File: config.mk
export PLATFORM = sky130hd
export DESIGN_NAME = cpu_iob_lsu
export DESIGN_NICKNAME = d
export VERILOG_FILES = /design/src/rtl/cpu_iob_pkg.sv /design/src/rtl/cpu_iob_wbuf.sv /design/src/rtl/cpu_iob_lsu.sv
export SDC_FILE = /design/constraint.sdc
export NUM_CORES = 1
export LEC_CHECK = 0
export CORE_ASPECT_RATIO = 0.75
export CORE_UTILIZATION = 45
export CTS_CLUSTER_DIAMETER = 100
export CTS_CLUSTER_SIZE = 14
export DETAILED_ROUTE_END_ITERATION = 6
export PLACE_DENSITY = 0.71
export SYNTH_ARGS = -nofsm -noshare
export SYNTH_HDL_FRONTEND = slang
export SYNTH_HIERARCHICAL = 1
export SYNTH_SLANG_ARGS = --single-unit
File: constraint.sdc
create_clock -name clk -period 3.1 [get_ports clk]
set_clock_uncertainty 0.1 [all_clocks]
set_input_delay 0.465 -clock clk [delete_from_list [all_inputs] [get_ports clk]]
set_output_delay 0.465 -clock clk [all_outputs]
set_load 0.01 [all_outputs]
File: src/rtl/cpu_iob_pkg.sv
// cpu_iob_pkg: shared constants, types and lane helpers for the CPU-to-IOb load/store unit
package cpu_iob_pkg;

    localparam logic [2:0] F3_B  = 3'b000;
    localparam logic [2:0] F3_H  = 3'b001;
    localparam logic [2:0] F3_W  = 3'b010;
    localparam logic [2:0] F3_BU = 3'b100;
    localparam logic [2:0] F3_HU = 3'b101;

    typedef enum logic [1:0] {IDLE, WDRAIN, READ, RDONE} state_t;

    typedef struct packed {
        logic [31:0] addr;
        logic [31:0] wdata;
        logic [3:0]  wstrb;
    } wb_entry_t;

    function automatic logic misaligned(input logic [2:0] f3, input logic [1:0] a);
        return f3[1] ? |a : f3[0] & a[0];
    endfunction

    function automatic logic [3:0] strb_of(input logic [2:0] f3, input logic [1:0] a);
        return f3[1] ? 4'b1111 : f3[0] ? 4'b0011 << a : 4'b0001 << a;
    endfunction

    function automatic logic [31:0] lane_data(input logic [2:0] f3, input logic [31:0] d);
        return f3[1] ? d : f3[0] ? {2{d[15:0]}} : {4{d[7:0]}};
    endfunction

    // f3[2] selects zero extension (BU/HU)
    function automatic logic [31:0] load_ext(input logic [2:0] f3, input logic [1:0] a, input logic [31:0] d);
        logic [31:0] s;
        s = d >> {a, 3'b000};
        return f3[1] ? d : f3[0] ? {{16{s[15] & ~f3[2]}}, s[15:0]} : {{24{s[7] & ~f3[2]}}, s[7:0]};
    endfunction

endpackage

File: src/rtl/cpu_iob_wbuf.sv
// cpu_iob_wbuf: posted write FIFO with occupancy count, head and next-head views
module cpu_iob_wbuf
    import cpu_iob_pkg::*;
#(
    parameter int DEPTH = 4
) (
    input  logic                     clk,
    input  logic                     reset,
    input  logic                     push,
    input  wb_entry_t                din,
    input  logic                     pop,
    output wb_entry_t                head,
    output wb_entry_t                head_nxt,
    output logic [$clog2(DEPTH):0]   count,
    output logic                     full,
    output logic                     empty
);
    localparam int AW = $clog2(DEPTH);

    wb_entry_t mem [DEPTH];
    logic [AW-1:0] wp, rp;

    assign head     = mem[rp];
    assign head_nxt = mem[rp + AW'(1)];
    assign full     = count == (AW+1)'(DEPTH);
    assign empty    = count == '0;

    // storage array carries no reset; validity is tracked by the pointers
    always_ff @(posedge clk)
        if (push) mem[wp] <= din;

    // pointers and occupancy, cleared asynchronously to discard buffered writes
    always_ff @(posedge clk or negedge reset)
        if (!reset) begin
            wp    <= '0;
            rp    <= '0;
            count <= '0;
        end else begin
            wp    <= push ? wp + AW'(1) : wp;
            rp    <= pop ? rp + AW'(1) : rp;
            count <= count + (AW+1)'(push) - (AW+1)'(pop);
        end

endmodule

File: src/rtl/cpu_iob_lsu.sv
// cpu_iob_lsu: load/store bridge from the CPU memory stage to the IOb bus with posted writes and timeout guard
module cpu_iob_lsu
    import cpu_iob_pkg::*;
#(
    parameter int FE_ADDR_W      = 32,
    parameter int FE_DATA_W      = 32,
    parameter int WBUF_DEPTH     = 4,
    parameter int TIMEOUT_CYCLES = 256
) (
    input  logic                 clk,
    input  logic                 reset,
    input  logic                 MemRead,
    input  logic                 MemWrite,
    input  logic [2:0]           Funct3,
    input  logic [FE_ADDR_W-1:0] DataAdr,
    input  logic [31:0]          WriteData,
    output logic [31:0]          ReadData,
    output logic                 Stall,
    output logic                 misalign_o,
    output logic                 bus_err_o,
    input  logic                 err_clr_i,
    output logic                 iob_valid_o,
    output logic [FE_ADDR_W-1:0] iob_addr_o,
    output logic [31:0]          iob_wdata_o,
    output logic [3:0]           iob_wstrb_o,
    input  logic [31:0]          iob_rdata_i,
    input  logic                 iob_ready_i
);
    localparam int CW = $clog2(WBUF_DEPTH);
    localparam int TW = TIMEOUT_CYCLES > 1 ? $clog2(TIMEOUT_CYCLES) : 1;

    if (FE_DATA_W != 32 || FE_ADDR_W > 32 || FE_ADDR_W < 3 || WBUF_DEPTH < 2 ||
        (WBUF_DEPTH & (WBUF_DEPTH - 1)) != 0) begin : g_param_check
        $fatal(1, "cpu_iob_lsu: unsupported parameter set");
    end

    state_t        state, state_nxt;
    wb_entry_t     wb_in, head, head_nxt, issue_e;
    logic [CW:0]   wb_count;
    logic          wb_full, wb_empty, wb_push, wb_pop;
    logic          mis, st_ok, ld_ok, done, tmo, issue_w, issue_r;
    logic [TW-1:0] tcnt;
    logic [31:0]   rdata_q;

    assign mis     = misaligned(Funct3, DataAdr[1:0]);
    assign st_ok   = MemWrite & ~mis;
    assign ld_ok   = MemRead & ~mis;
    assign wb_push = st_ok & ~wb_full;
    assign done    = iob_valid_o & iob_ready_i;
    assign tmo     = TIMEOUT_CYCLES != 0 && iob_valid_o && !iob_ready_i && tcnt == TW'(TIMEOUT_CYCLES - 1);
    assign wb_pop  = state == WDRAIN && (done || tmo);
    assign issue_w = state_nxt == WDRAIN && (state == IDLE || wb_pop);
    assign issue_r = state == IDLE && state_nxt == READ;
    assign issue_e = state == IDLE ? head : head_nxt;

    assign wb_in = '{addr:  32'({DataAdr[FE_ADDR_W-1:2], 2'b00}),
                     wdata: lane_data(Funct3, WriteData),
                     wstrb: strb_of(Funct3, DataAdr[1:0])};

    assign Stall      = reset & (st_ok & wb_full | ld_ok & state != RDONE);
    assign misalign_o = reset & (MemRead | MemWrite) & mis;
    assign ReadData   = state == RDONE ? rdata_q : '0;

    cpu_iob_wbuf #(.DEPTH(WBUF_DEPTH)) u_wbuf (
        .clk      (clk),
        .reset    (reset),
        .push     (wb_push),
        .din      (wb_in),
        .pop      (wb_pop),
        .head     (head),
        .head_nxt (head_nxt),
        .count    (wb_count),
        .full     (wb_full),
        .empty    (wb_empty)
    );

    // state register
    always_ff @(posedge clk or negedge reset)
        if (!reset) state <= IDLE;
        else state <= state_nxt;

    // writes drain before any read; chaining uses the next entry only when it is already stored
    always_comb begin
        state_nxt = state;
        case (state)
            IDLE:    state_nxt = !wb_empty ? WDRAIN : ld_ok ? READ : IDLE;
            WDRAIN:  state_nxt = wb_pop ? (wb_count > (CW+1)'(1) ? WDRAIN : IDLE) : WDRAIN;
            READ:    state_nxt = done || tmo ? RDONE : READ;
            default: state_nxt = IDLE;
        endcase
    end

    // registered IOb request, held stable until completion or timeout
    always_ff @(posedge clk or negedge reset)
        if (!reset) begin
            iob_valid_o <= 1'b0;
            iob_addr_o  <= '0;
            iob_wdata_o <= '0;
            iob_wstrb_o <= '0;
        end else if (issue_w) begin
            iob_valid_o <= 1'b1;
            iob_addr_o  <= FE_ADDR_W'(issue_e.addr);
            iob_wdata_o <= issue_e.wdata;
            iob_wstrb_o <= issue_e.wstrb;
        end else if (issue_r) begin
            iob_valid_o <= 1'b1;
            iob_addr_o  <= {DataAdr[FE_ADDR_W-1:2], 2'b00};
            iob_wstrb_o <= 4'b0000;
        end else if (done || tmo) begin
            iob_valid_o <= 1'b0;
        end

    // stall-cycle counter, sticky error flag and load result capture
    always_ff @(posedge clk or negedge reset)
        if (!reset) begin
            tcnt      <= '0;
            bus_err_o <= 1'b0;
            rdata_q   <= '0;
        end else begin
            tcnt      <= iob_valid_o && !iob_ready_i && !tmo ? tcnt + TW'(1) : '0;
            bus_err_o <= tmo | bus_err_o & ~err_clr_i;
            if (state == READ && (done || tmo))
                rdata_q <= done ? load_ext(Funct3, DataAdr[1:0], iob_rdata_i) : '0;
        end

endmodule

-- Yosys cells after proc, flatten, opt, wreduce, memory -nomap -nowiden
Memory sizes are Yosys's and may differ from the RTL's.
Cells that the tools add are included.
- reduce and logical (&&, ||, !) cells: 16
- multiply operators: 0
- shift operators: 3
- order comparisons: 1
- bitwise gates (word level): 20
- add/subtract/negate cells: 5
- equal/unequal tests: 8
- muxes and demuxes: 26
- divide/modulo/power cells: 0
- operators by type and width (cell ; count):
    32-bit 2-to-1 mux ; 8
    68-bit 2-to-1 mux ; 1
    32-bit by 5-bit >> shifter with 16-bit output ; 1
    4-bit 2-to-1 mux ; 4
    1-bit AND ; 13
    1-bit 2-to-1 mux ; 9
    8-bit by 1-bit adder with 8-bit output (second input constant) ; 1
    8-bit == test (second input constant) ; 1
    8-bit 2-to-1 mux ; 1
    1-bit logical AND ; 7
    2-bit == test (second input constant) ; 3
    2-bit one-hot mux with 3 select lines ; 1
    2-bit by 1-bit adder with 2-bit output (second input constant) ; 2
    2-bit by 1-bit == test with 1-bit output (second input constant) ; 2
    2-bit 2-to-1 mux ; 2
    1-bit inverter ; 4
    1-bit by 2-bit left shift with 4-bit output (first input constant) ; 1
    2-bit by 2-bit left shift with 4-bit output (first input constant) ; 1
    3-bit by 1-bit adder with 3-bit output ; 1
    3-bit == test (second input constant) ; 1
    3-bit by 1-bit greater-than comparator with 1-bit output (second input constant) ; 1
    3-bit zero test ; 1
    1-bit bitwise OR ; 3
    3-bit nonzero test ; 1
    other kinds (7) ; 9
- memories: 1
- flip-flop bits (word level): 119
- input bits: 105
- output and inout port bits: 104
- memory bits (writable): 264
- bits in read-only memories: 0
- latch bits: 0
- memories (memory ; depth ; width ; rd ports ; clocked after memory_dff ; write ports ; line ; RTL):
    u_wbuf.mem ; 4 ; 66 ; 2 ; 0 ; 1 ; cpu_iob_wbuf.sv:20 ; wb_entry_t mem [DEPTH];

-- Longest topological paths before layout
- depth in word-level cells: 11
- depth in mapped cells: 12
- depth with buffers taken out: 11

-- Cells and area by module
The synthesis kept the hierarchy.
- by module, submodules not included (module ; area an instance (um2) ; instances ; cells each):
    cpu_iob_wbuf ; 11962.7 ; 1 ; 473
    cpu_iob_lsu ; 6688.9 ; 1 ; 597

-- Worst setup path before layout
Ideal clock, no wire load.
- path type: input to register
- start: input DataAdr[1]
- end: memory u_wbuf/mem[1][0] (netlist name), enable pin
- setup time: 433 ps
- cell stages on the path: 5
- setup slack: -268 ps
- arrival time: 2835 ps
- data required time: 2567 ps
- cells stage by stage: buf_2 a21oi_1 or2_2 and3b_1 and2_1
- longest elaborated chain between the ends: 7
- ends and longest elaborated chain (item ; line ; RTL):
    from (decl) ; cpu_iob_lsu.sv:15 ; input logic [FE_ADDR_W-1:0] DataAdr,
    2-bit OR reduction ; cpu_iob_pkg.sv:19 ; return f3[1] ? |a : f3[0] & a[0];
    1-bit 2-to-1 mux ; cpu_iob_pkg.sv:19 ;
    1-bit inverter ; cpu_iob_lsu.sv:46 ; assign st_ok = MemWrite & ~mis;
    1-bit AND ; cpu_iob_lsu.sv:46 ;
    1-bit AND ; cpu_iob_lsu.sv:48 ; assign wb_push = st_ok & ~wb_full;
    net wb_push ; cpu_iob_lsu.sv:40 ; logic wb_full, wb_empty, wb_push, wb_pop;
    1-bit 2-to-1 mux ; cpu_iob_wbuf.sv:30 ; if (push) mem[wp] <= din;
    1-bit 2-to-1 mux (not written as such) ; cpu_iob_wbuf.sv:30 ;
    to (decl) ; cpu_iob_wbuf.sv:20 ;
The timed path passes the listed nets, and every way through them passes these cells.

-- Worst setup path in the final report
- start: register state[1]
- end: output ReadData[5]
- longest elaborated chain between the ends: 2
- ends and longest elaborated chain (item ; line ; RTL):
    from (decl) ; cpu_iob_lsu.sv:37 ; state_t state, state_nxt;
    from (signal assigned) ; cpu_iob_lsu.sv:80 ; else state <= state_nxt;
    2-bit == test ; cpu_iob_lsu.sv:62 ; assign ReadData = state == RDONE ? rdata_q : '0;
    32-bit 2-to-1 mux ; cpu_iob_lsu.sv:62 ;
    to (decl) ; cpu_iob_lsu.sv:17 ; output logic [31:0] ReadData,
No other way between the ends.

==> impl_metrics.ini <==
[pwr]
p_int_mw = 8.488
irDropWorstVdd_uv = 508.6
power_density_nw_per_um2 = 501.9
p_seq_share_pct = 56.6
p_comb_share_pct = 10.3
power_mw = 11.07
p_leak_nw = 7.867
power.switching_mw = 2.583
swShare_pct = 23.33
p_clk_share_pct = 33.1

[sta]
setup_viol = 0
setup_slack_ps = 185.0
holdWs_ps = 172.1
setup_tns_ps = 0
max_freq_mhz = 343.0
slew_headroom_pct = 24.14
period_needed_ps = 2915
tightestPinTransition_ps = 1138
finalHoldViolCount = 0
drv_slew = 0
rsz0062_at_grt = no
period_share_pct = 94.03

[cells_and_area]
nets = 1381
layout_common_cells = edfxtp_1 (272), clkdlybuf4s50_1 (206), mux4_2 (136), mux2i_1 (126), dfrtp_1 (117)
antenna_cells = 0
drive_gt1_share_pct = 22.91
final_common_cell = edfxtp_1
final_core_util_pct = 54.01
area_growth_pct = 18.27

[routing]
vias = 10400
drc_errors = 0
routed_wl_um = 40510
via_per_inst = 5.715
ant_nets = 0
post_drt_wl_per_cell_um = 22.26
detailedRoute.firstIterationViolations = 657
first_pass_iters = 7

[worst_setup_path]
arrival_ps = 2350
criticalPathCategory = flop to output pin
worstPathMaxFanout = 24
path_common_cell = buf_4
r2r_end = u_wbuf/count[2]
endpoint = ReadData[5]
worstRegToRegCells = 11
cp-start-kind = flop
cp-startpoint = state[1]
ff2ff_setup_slack_ps = 380
r2r-start = tcnt[0]
path_cells = buf_4, nand2_1, buf_4, nor2_1, clkdlybuf4s50_1
crit_path_max_incr_delay_ps = 550
end_kind = output pin
crit_path_top_delay_cell = clkdlybuf4s50_1
crit_required_ps = 2530

[synth]
ys_seq_area_share_pct = 59.76
yosys_most_used_dff = edfxtp_1
yosysWarningCount = 6
synth.avg_cell_area_um2 = 17.43
synthArstFlopShare_pct = 30.43
syn_inst = 1070
ys_seq_elements = 391
synth_edf_count = 272
netlist_area_um2 = 18650
synth.distinct_cells = 51

[floorplan]
io_pins = 209
rows = 64
start_util_pct = 45.67
die_h_um = 178.3
die_w_um = 237.1
dieArea_um2 = 42270
core_um2 = 40840

[clock_network]
root_buffer = clkbuf_16
clk_latency_ps = 580
cts_tree = done
path_clk_slew_ps = 70
cts_buffer_depth = 3
cts_setup_buffers = 0
numCtsBuffers = 31
cts.sink_count = 391
htreeDepth = 1

[placement]
place_congestion = 0.7953
place_ws_ps = 24.87
hpwl_um = 25940
portBuffers = 208

[grt]
grt_pass1_wl_um = 63830
grt_pass1_vias = 10910
antenna_found_initial = 3
track_usage_pct = 19.57
grt_max_degree = 69
grt.overflow.total = 0

[hold_path]
min-delay-path-class = input port to asynchronous set/reset pin

[job]
maxCapViolCount = 0

[run_status]
status = finished, final reports clean
-- synth_stat cells, types with 2 or more instances --
| cell | count | share of area, % |
|---|---|---|
| ha_1 | 7 | 0.47 |
| buf_4 | 5 | 0.20 |
| a21oi_1 | 11 | 0.30 |
| buf_6 | 10 | 0.60 |
| and3_1 | 29 | 0.97 |
| o2bb2ai_1 | 8 | 0.38 |
| xnor2_1 | 5 | 0.23 |
| clkbuf_1 | 24 | 0.48 |
| and2_1 | 8 | 0.27 |
| a2bb2oi_1 | 7 | 0.33 |
| nand2b_1 | 19 | 0.64 |
| o22ai_1 | 2 | 0.067 |
| a22o_1 | 17 | 0.80 |
| nand2_1 | 27 | 0.54 |
| a31oi_1 | 7 | 0.23 |
| or2_2 | 3 | 0.10 |
| o221ai_1 | 7 | 0.33 |
| nor2b_1 | 3 | 0.10 |
| inv_1 | 17 | 0.34 |
| nor2_1 | 22 | 0.44 |
| buf_2 | 28 | 0.75 |
| nand3b_1 | 14 | 0.56 |
| o21ai_0 | 13 | 0.35 |
| xor2_1 | 6 | 0.28 |
| nand3_1 | 3 | 0.080 |
| nor3_1 | 2 | 0.054 |
| o211ai_1 | 2 | 0.080 |
| mux2_2 | 82 | 5.0 |
| edfxtp_1 | 272 | 44 |
| buf_12 | 11 | 1.2 |
| mux4_2 | 136 | 16 |
| dfrtp_1 | 119 | 16 |
| mux2i_1 | 126 | 6.8 |
-- through the flow --
step / instances / cell area, µm²
2_1_floorplan: 1077 / 18680
3_3_place_gp: 1762 / 21170
3_5_place_dp: 1762 / 21170
4_1_cts: 1820 / 22060
5_1_grt: 1820 / 22060
6_report: 1820 / 22060
-- worst min path at each step --
stage | from | to | slack [ps] | depth (start not counted)
after CTS | reset | iob_wstrb_o[3] | 160 | 2
after floorplan | reset | bus_err_o | 70 | 0
after global routing | reset | iob_wstrb_o[3] | 160 | 2
after global placement | reset | iob_wstrb_o[3] | 180 | 1
final | reset | iob_wstrb_o[3] | 170 | 2
after detailed placement | reset | iob_wstrb_o[3] | 180 | 1
-- routing by layer --
metal	wire [µm]	part of all wire [%]	GRT usage [%]	vias up
met3	1847	4.6	3.002	60
met4	890	2.2	4.543	6
met5	39	0.096	0	-
met1	18540	46	28.01	5431
li1	-	-	-	4667
met2	19190	47	31.78	237
-- flip-flops by register name (all words and copies together), names as in the netlist --
| name | flops |
|---|---|
| u_wbuf/count | 3 |
| bus_err_o | 1 |
| iob_addr_o | 32 |
| rdata_q | 32 |
| iob_wstrb_o | 4 |
| u_wbuf/mem | 272 |
| u_wbuf/wp | 2 |
| tcnt | 8 |
| iob_wdata_o | 32 |
| state | 2 |
| iob_valid_o | 1 |
| u_wbuf/rp | 2 |
-- logic make-up (layout without fill, tap and decap cells) --
logic type,count (synthesis),after routing,synth area share (%)
adder cells (fa/ha/maj),8,8,0.5769
flip-flops,391,391,59.76
AND/OR/NAND/NOR,134,134,3.938
multiplexers,344,344,28.13
AO/OA/AOI/OAI,83,83,3.428
XOR/XNOR,11,11,0.5165
other,1,8,0.02011
buffers and inverters,98,313,3.629
-- critical path, delay by kind of cell (launching register included) --
| kind | cells | cell delay [ps] |
|---|---|---|
| and+or+nand+nor | 2 | 220 |
| buffers and inverters | 3 | 1050 |
| DFF | 1 | 490 |
-- power by group through the flow --
stage / logic [mW] / clock network [mW] / registers, mW
after floorplan: 0.674 / 0 / 6.31
after global placement: 1.13 / 0 / 6.35
after detailed placement: 1.16 / 0 / 6.38
after CTS: 1.16 / 3.76 / 6.27
after global routing: 1.24 / 3.95 / 6.31
final: 1.14 / 3.66 / 6.27
-- layout make-up --
type	instances	area, µm²
clock buffer	56	869.6
clock inverter	1	8.758
fill	3239	18780
inverter	18	67.56
multi-input combinational	588	6880
sequential	391	11150
tap	528	660.6
timing repair buffer	238	2419
-- timing repair --
item | in CTS | in global routing
endpoints found under the hold margin | 1 | 0
gates resized for setup | 0 | 0
hold buffers | 1 | 0
(Power assumes the default switching activity.)
